===== src/rtl/sensor_readout.sv =====
// Capture side of the delay-line timing sensor: samples the tap chain every clock, decodes the
// thermometer code to a depth and keeps block average, min/max and sticky alarm/bubble flags.
module sensor_readout #(
    parameter int N_TAPS   = 16,
    parameter int W_CNT    = 5,
    parameter int LOG2_AVG = 4
) (
    input  logic              clk,
    input  logic              rst_n,
    input  logic              ena,
    input  logic [N_TAPS-1:0] tap_i,
    input  logic [W_CNT-1:0]  thr_i,
    input  logic              clear_i,
    output logic [W_CNT-1:0]  sample_o,
    output logic              sample_vld_o,
    output logic [W_CNT-1:0]  avg_o,
    output logic              avg_vld_o,
    output logic [W_CNT-1:0]  min_o,
    output logic [W_CNT-1:0]  max_o,
    output logic              bubble_o,
    output logic              alarm_o
);

    localparam int W_SUM = W_CNT + LOG2_AVG;
    localparam logic [W_CNT-1:0] DEPTH_FULL = W_CNT'(N_TAPS);

    typedef enum logic {
        WARMUP = 1'b0,
        RUN    = 1'b1
    } state_e;

    // Returns {bubble, depth}: depth is the index of the first 0 from bit 0, bubble flags any 1 above it.
    function automatic logic [W_CNT:0] decode_taps(input logic [N_TAPS-1:0] taps);
        logic [W_CNT-1:0] depth;
        logic             found;
        logic             bubble;
        depth  = DEPTH_FULL;
        found  = 1'b0;
        bubble = 1'b0;
        for (int i = 0; i < N_TAPS; i++) begin
            if (!found && !taps[i]) begin
                found = 1'b1;
                depth = W_CNT'(i);
            end else if (found && taps[i]) begin
                bubble = 1'b1;
            end
        end
        return {bubble, depth};
    endfunction

    function automatic logic [W_CNT-1:0] block_avg(input logic [W_SUM-1:0] sum,
                                                   input logic [W_CNT-1:0] last);
        logic [W_SUM-1:0] total;
        total = sum + W_SUM'(last);
        return W_CNT'(total >> LOG2_AVG);
    endfunction

    state_e              state_q, state_d;
    logic                warm_q, warm_d;
    logic [N_TAPS-1:0]   tap_q, tap_d;
    logic [W_CNT-1:0]    sample_q, sample_d;
    logic                sample_vld_q, sample_vld_d;
    logic                smp_bubble_q, smp_bubble_d;
    logic [W_SUM-1:0]    sum_q, sum_d;
    logic [LOG2_AVG-1:0] blk_q, blk_d;
    logic [W_CNT-1:0]    avg_q, avg_d;
    logic                avg_vld_q, avg_vld_d;
    logic [W_CNT-1:0]    min_q, min_d;
    logic [W_CNT-1:0]    max_q, max_d;
    logic                bubble_q, bubble_d;
    logic                alarm_q, alarm_d;

    always_comb begin
        state_d      = state_q;
        warm_d       = warm_q;
        sum_d        = sum_q;
        blk_d        = blk_q;
        avg_d        = avg_q;
        avg_vld_d    = 1'b0;
        min_d        = min_q;
        max_d        = max_q;
        bubble_d     = bubble_q;
        alarm_d      = alarm_q;

        // Two enabled cycles flush the tap/sample pipeline before samples count.
        case (state_q)
            WARMUP: begin
                if (ena) begin
                    if (warm_q) begin
                        state_d = RUN;
                        warm_d  = 1'b0;
                    end else begin
                        warm_d  = 1'b1;
                    end
                end else begin
                    warm_d = 1'b0;
                end
            end
            RUN: begin
                if (!ena) begin
                    state_d = WARMUP;
                end
            end
            default: state_d = WARMUP;
        endcase

        // Stage 0 -> 1: raw capture is the measurement itself, then decode.
        tap_d                      = tap_i;
        {smp_bubble_d, sample_d}   = decode_taps(tap_q);
        sample_vld_d               = (state_q == RUN);

        // Stage 1 -> 2: statistics consume the sample currently on sample_o.
        if (clear_i) begin
            min_d    = DEPTH_FULL;
            max_d    = '0;
            bubble_d = 1'b0;
            alarm_d  = 1'b0;
        end

        if (sample_vld_q) begin
            if (blk_q == '1) begin
                avg_d     = block_avg(sum_q, sample_q);
                avg_vld_d = 1'b1;
                sum_d     = '0;
            end else begin
                sum_d     = sum_q + W_SUM'(sample_q);
            end
            blk_d = blk_q + 1'b1;

            if (clear_i) begin
                min_d = sample_q;
                max_d = sample_q;
            end else begin
                if (sample_q < min_q) min_d = sample_q;
                if (sample_q > max_q) max_d = sample_q;
            end

            if (sample_q < thr_i) alarm_d  = 1'b1;
            if (smp_bubble_q)     bubble_d = 1'b1;
        end
    end

    always_ff @(posedge clk) begin
        if (!rst_n) begin
            state_q      <= WARMUP;
            warm_q       <= 1'b0;
            tap_q        <= '0;
            sample_q     <= '0;
            sample_vld_q <= 1'b0;
            smp_bubble_q <= 1'b0;
            sum_q        <= '0;
            blk_q        <= '0;
            avg_q        <= '0;
            avg_vld_q    <= 1'b0;
            min_q        <= DEPTH_FULL;
            max_q        <= '0;
            bubble_q     <= 1'b0;
            alarm_q      <= 1'b0;
        end else begin
            state_q      <= state_d;
            warm_q       <= warm_d;
            tap_q        <= tap_d;
            sample_q     <= sample_d;
            sample_vld_q <= sample_vld_d;
            smp_bubble_q <= smp_bubble_d;
            sum_q        <= sum_d;
            blk_q        <= blk_d;
            avg_q        <= avg_d;
            avg_vld_q    <= avg_vld_d;
            min_q        <= min_d;
            max_q        <= max_d;
            bubble_q     <= bubble_d;
            alarm_q      <= alarm_d;
        end
    end

    assign sample_o     = sample_q;
    assign sample_vld_o = sample_vld_q;
    assign avg_o        = avg_q;
    assign avg_vld_o    = avg_vld_q;
    assign min_o        = min_q;
    assign max_o        = max_q;
    assign bubble_o     = bubble_q;
    assign alarm_o      = alarm_q;

endmodule

===== config.mk =====
export PLATFORM = sky130hd
export DESIGN_NAME = sensor_readout
export DESIGN_NICKNAME = d
export VERILOG_FILES = /design/src/rtl/sensor_readout.sv
export SDC_FILE = /design/constraint.sdc
export NUM_CORES = 1
export LEC_CHECK = 0
export CAP_MARGIN = 20
export CORE_MARGIN = 2
export CORE_UTILIZATION = 45
export CTS_BUF_LIST = sky130_fd_sc_hd__clkbuf_16
export DETAILED_ROUTE_END_ITERATION = 10
export PLACE_DENSITY = 0.7
export SLEW_MARGIN = 20
export SYNTH_ARGS = -nofsm -noshare
export SYNTH_HDL_FRONTEND = slang
export SYNTH_SLANG_ARGS = --single-unit

===== constraint.sdc =====
create_clock -name clk -period 2.55 [get_ports clk]
set_input_delay 0.51 -clock clk [delete_from_list [all_inputs] [get_ports clk]]
set_output_delay 0.51 -clock clk [all_outputs]
set_load 0.01 [all_outputs]

==> flow_summary.ini, run 1 <==
[outcome]
status = finished clean

[logic_synthesis]
synth_edf_count = 0
ys_ff_latch = 56
netlist_instances = 309
seq_area_frac_synth_pct = 41.1
synth_area_um2 = 2730
async_reset_ff_share_pct = 0
ys.flop_type = dfxtp_1
synth_area_per_cell_um2 = 8.82
synth_fp_nets = 354
yosys_warnings = 0
synth.distinct_cells = 58

[timing]
relSlewSlack_pct = 70.4
slew_violations = 0
skew_ns = 0.00709
rsz0062_at_grt = no
period_share_pct = 86.3
finalWorstSetupSlack_ns = 0.349
worst_slew_pin_slew_ns = 0.444
setup_viol = 0
fmaxAchievable_ghz = 0.454
period_needed_ns = 2.20
setup_tns_ns = 0
hold_viol_final = 0

[cells_and_area]
instances_no_fill = 435
num-fill-cells = 543
nets = 404
area_growth_pct = 26.2
n_antenna_cell = 0
drive_above_1_share_pct = 5.83

[clocking]
cts_setup_buffers = 0
cts_max_path_buffers = 2
cts.clk_slew.worst_paths_ns = 0.07
postCtsHoldBufs = 0
cts_buffers = 5
clockRootBuffer = clkbuf_16
ctsHtreeMaxLevel = 2
worstSkewPairLatency_ns = 0.29
cts.sinks = 56
cts_tree = yes
cts_resized = 0

[setup_path]
critPathKind = flip-flop to flip-flop
critPathMaxFanout = 5
r2r-start = sample_o[0]
startpoint_type = flip-flop
r2r-end = sum_q[8]
cp.required_ns = 2.75
ff2ff_path_depth = 8
cp-end-kind = flip-flop
reg2reg_slack_ns = 0.35
arrival_ns = 2.40

[power_and_ir_drop]
power_density_nw_per_um2 = 492
peakVddDrop_mv = 0.303
p_leak_nw = 1.33

[placed_design]
place_inst = 427
port_buffers = 48
gp_congestion = 0.787
dp_hpwl_um = 4100
dp_slack_ns = 0.327

[global_route]
grt_pass1_wl_um = 9800
grt_pass1_vias = 2155
grt_max_degree = 34
antenna_found_initial = 0
grt_overflow_total = 0
grt.total_usage_pct = 18.9

[hold_path]
hold_path_end = bubble_o
min_path_cells = 2
hp-start = smp_bubble_q
hold_class = flip-flop to flip-flop

[die]
core_area_um2 = 5890
ios = 49
initial_core_util_pct = 46.3
rows = 28
die-area_um2 = 6700
die_height_um = 81.8
die_w_um = 81.8

[route]
via_per_inst = 5.27
antenna_left = 0
vias = 2292
drtIter0Drc = 112
avgRoutedWirePerCell_um = 13.1
dr.pass1.iters = 4
drcViolationCount = 0
wirelength_um = 5710

[run]
maxCapViolations = 0
==> critical path, stage by stage, from the launching register on <==
cell and delay [ns]:
dfxtp_1 0.40, ha_1 0.22, inv_1 0.06, fa_1 0.40, nand2b_1 0.19, a21oi_2 0.18
o2111ai_1 0.20, o21ba_1 0.24, a311oi_2 0.22
==> per-stage QoR <==
step | hold slack, ns | power [W] | utilization [%] | cell area (um2)
3_3_place_gp | 0.436 | 0.00105 | 56.0 | 3300
3_5_place_dp | 0.439 | 0.00105 | 56.0 | 3300
6_report | 0.448 | 0.00169 | 58.4 | 3440
2_1_floorplan | 0.431 | 0.000990 | - | 2730
4_1_cts | 0.452 | 0.00171 | 58.4 | 3440
5_1_grt | 0.472 | 0.00176 | 58.4 | 3440
==> synthesized netlist by cell type (all sizes together), types with 3 or more instances <==
cell,number,share of area [%]
nand4,8,2.1
a21oi,16,3.1
ha,19,8.7
nand2,20,2.8
and2,20,4.6
a22o,4,1.3
o22ai,3,0.69
xor2,5,1.6
o31ai,4,1.3
mux2i,4,1.5
nand2b,5,1.1
nand3,10,1.8
nor2,30,4.1
dfxtp,56,41
nand4b,3,0.96
a31oi,5,1.1
buf,5,0.83
nor3,5,0.92
a22oi,4,1.1
inv,24,3.3
clkbuf,5,0.69
o21ai,16,3.1
==> metal layers <==
layer,global-route usage [%],vias to the layer above,part of all wire [%]
li1,-,1196,-
met1,23.7,1049,48
met2,33.3,41,47
met3,3.41,6,3.7
met4,5.00,0,1.1
met5,0,-,0
==> state kept, by name (all words and copies together) (netlist names) <==
register and flops:
smp_bubble_q 1, avg_vld_o 1, avg_o 5, sample_vld_d 1, sum_q 9, bubble_o 1, alarm_o 1, sample_o 5
tap_q 16, warm_q 1, blk_q 4, min_o 5, sample_vld_o 1, max_o 5
==> logic make-up (layout without fill, tap and decap cells) <==
| kind of cell | Yosys count | count (layout) | share of synthesized area [%] |
|---|---|---|---|
| simple gates | 113 | 113 | 21.5 |
| compound gates | 74 | 74 | 19.3 |
| flops | 56 | 56 | 41.1 |
| buf+inv | 35 | 86 | 4.96 |
| fa+ha+maj | 20 | 20 | 9.45 |
| xor+xnor | 7 | 7 | 2.25 |
| mux | 4 | 4 | 1.47 |
==> layout make-up <==
cell class / count / area [um2] / share of cell area, %
well taps: 75 / 93.8 / 2.73
repair buffers: 53 / 518 / 15.1
clock inverters: 3 / 17.5 / 0.509
flip-flops and latches: 56 / 1120 / 32.6
clock buffers: 5 / 125 / 3.64
inverters: 25 / 93.8 / 2.73
multi-input cells: 218 / 1470 / 42.7
==> placed cells by master (no fill, tap or decap), types with 3 or more instances in the layout <==
cell type / netlist / layout
nand4b_1: 3 / 3
clkbuf_16: 0 / 5
a31oi_1: 5 / 5
ha_1: 19 / 19
nand3_1: 10 / 10
and2_1: 20 / 20
mux2i_1: 4 / 4
a22oi_1: 4 / 4
clkdlybuf4s50_1: 0 / 48
a22o_1: 4 / 4
inv_1: 24 / 24
xor2_1: 5 / 5
a21oi_1: 15 / 15
nor2_1: 30 / 30
nor3_1: 5 / 5
o21ai_1: 3 / 3
dfxtp_1: 56 / 56
o22ai_1: 3 / 3
nand4_1: 7 / 7
o31ai_1: 3 / 3
nand2b_1: 5 / 5
nand2_1: 20 / 20
buf_4: 0 / 5
o21ai_0: 12 / 12
==> power breakdown <==
| part | switching, W | total [W] | internal (W) |
|---|---|---|---|
| Combinational | 0.0000529 | 0.000120 | 0.0000670 |
| Sequential | 0.0000201 | 0.000913 | 0.000893 |
| Clock | 0.000298 | 0.000660 | 0.000363 |
| Total | 0.000371 | 0.00169 | 0.00132 |
==> worst max-delay path by stage <==
stage,endpoint,start,depth (start not counted)
floorplan,sum_q[8],sample_o[0],8
global placement,max_o[3],clear_i,5
detailed placement,max_o[3],clear_i,5
CTS,sum_q[8],sample_o[0],8
global route,sum_q[8],sample_o[0],8
finish,sum_q[8],sample_o[0],8
Power figures use the tool's default switching activity.
==> run 2: changes to the inputs <==
--- a/config.mk
+++ b/config.mk
@@ -10,7 +10,8 @@
 export CORE_UTILIZATION = 45
 export CTS_BUF_LIST = sky130_fd_sc_hd__clkbuf_16
 export DETAILED_ROUTE_END_ITERATION = 10
-export PLACE_DENSITY = 0.7
+export DONT_BUFFER_PORTS = 1
+export REMOVE_ABC_BUFFERS = 1
 export SLEW_MARGIN = 20
 export SYNTH_ARGS = -nofsm -noshare
 export SYNTH_HDL_FRONTEND = slang
==> run 2 against run 1 <==
Fmax decreased by 3.2%; combinational power fell by 45%; wire length shrank 5.9%; via count shrank 8.7%; register-to-register slack worse by 0.07 ns; sequential share of layout area up 5.1 points; non-clock buffer count down 49; sequential power hardly changed; final cell count down 11%; setup slack worse by 0.072 ns; clock power is 18% higher; global-route usage shrank 1.4 points; critical path type unchanged.
==> flow_summary.ini, run 2 (synthesized netlist as in run 1, its figures left out) <==
[setup_path]
cp.required_ns = 2.76
critPathKind = flip-flop to flip-flop
cp-end-kind = flip-flop
arrival_ns = 2.48
startpoint_type = flip-flop
critPathMaxFanout = 5
ff2ff_path_depth = 8

[hold_path]
min_path_cells = 2
hold_class = primary input to flip-flop

[clocking]
worstSkewPairLatency_ns = 0.29
cts_max_path_buffers = 2
clockRootBuffer = clkbuf_16
cts_buffers = 5
cts.sinks = 56
postCtsHoldBufs = 0
cts.clk_slew.worst_paths_ns = 0.07
cts_tree = yes
ctsHtreeMaxLevel = 2
cts_setup_buffers = 0
cts_resized = 0

[die]
die_w_um = 81.8
die_height_um = 81.8
initial_core_util_pct = 46.3
core_area_um2 = 5890
rows = 28
ios = 49
die-area_um2 = 6700

[placed_design]
gp_congestion = 0.766
port_buffers = 0
place_inst = 378
dp_hpwl_um = 3850

[timing]
period_needed_ns = 2.27
slew_violations = 0
worst_slew_pin_slew_ns = 0.757
hold_viol_final = 0
setup_tns_ns = 0
setup_viol = 0
holdWs_ns = 0.334
rsz0062_at_grt = no
relSlewSlack_pct = 49.5
skew_ns = 0.00551
period_share_pct = 89.1
fmaxAchievable_ghz = 0.440

[cells_and_area]
drive_above_1_share_pct = 6.43
area_growth_pct = 9.18
fin_util_pct = 50.6
nets = 355
largest_reg_flops = 16
instances_no_fill = 386
layout_common_cells = 56 x dfxtp_1, 30 x nor2_1, 25 x inv_1
n_antenna_cell = 0
num-fill-cells = 568
reg.largest.list = tap_q x16, sum_q x9
regMostFlops = tap_q
layout.cells.most_common = dfxtp_1

[route]
avgRoutedWirePerCell_um = 13.9
drtIter0Drc = 134
dr.pass1.iters = 4
vias = 2093
wirelength_um = 5370
drcViolationCount = 0
via_per_inst = 5.42
antenna_left = 0

[power_and_ir_drop]
p_int_w = 0.00139
swShare_pct = 21.1
p_comb_share_pct = 3.7
power_density_nw_per_um2 = 591
p_clk_share_pct = 44.3
peakVddDrop_mv = 0.308
power_frac_seq_pct = 52.0
p_leak_nw = 1.16
power.switching_w = 0.000372

[run]
maxCapViolations = 0

[global_route]
grt_overflow_total = 0
grt_pass1_wl_um = 9070
antenna_found_initial = 0
grt_pass1_vias = 2036
grt_max_degree = 35
grt.total_usage_pct = 17.6

[outcome]
status = finished clean
-- run 2: cell count changes in the layout (fill, tap and decap cells not counted), sizes merged --
cell / previous run / this run
inv: 25 / 26
bufinv: 0 / 1
clkdlybuf4s50: 48 / 0
clkinv: 3 / 1
buf: 5 / 4
-- run 2: cell type report --
class	count	area, um2	area share, %
Multi-Input combinational cell	218	1470	49.4
Sequential cell	56	1120	37.7
Clock buffer	5	125	4.20
Inverter	25	93.8	3.15
Tap cell	75	93.8	3.15
Clock inverter	3	42.5	1.43
Timing Repair Buffer	4	30.0	1.01
-- run 2: worst paths after layout --
kind	start	to	slack, ns
worst min-delay path	rst_n	sample_vld_d	0.33
worst max register to register	sample_o[0]	sum_q[8]	0.28
worst min register to register	warm_q	warm_q	0.46
worst max-delay path	sample_o[0]	sum_q[8]	0.28
-- run 2: metal layers --
| layer | global-route usage [%] | part of all wire (%) | vias to the layer above |
|---|---|---|---|
| li1 | - | - | 1094 |
| met1 | 22.1 | 50 | 950 |
| met2 | 28.9 | 43 | 45 |
| met3 | 5.16 | 5.9 | 4 |
| met4 | 5.50 | 1.0 | 0 |
| met5 | 0 | 0 | - |
-- run 2: worst max-delay path: stages, from the launching register on --
cell	delay [ns]
dfxtp_1	0.46
ha_1	0.26
inv_1	0.07
fa_1	0.39
nand2b_1	0.19
a21oi_2	0.18
o2111ai_1	0.19
o21ba_1	0.24
a311oi_2	0.22
-- run 2: power by group through the flow --
stage                     combinational, W  sequential, W  clock, W
after detailed placement         0.0000668       0.000935         0
after global routing             0.0000766       0.000919  0.000828
after floorplan                  0.0000522       0.000930         0
after global placement           0.0000661       0.000934         0
final                            0.0000658       0.000914  0.000780
after CTS                        0.0000671       0.000914  0.000803
-- run 2: stage by stage --
step,total power (W),setup WS (ns),cell area [um2]
floorplan,0.000982,0.477,2690
CTS,0.00178,0.264,2980
global placement,0.00100,0.338,2810
detailed placement,0.00100,0.274,2810
global route,0.00182,0.0803,2980
finish,0.00176,0.277,2980
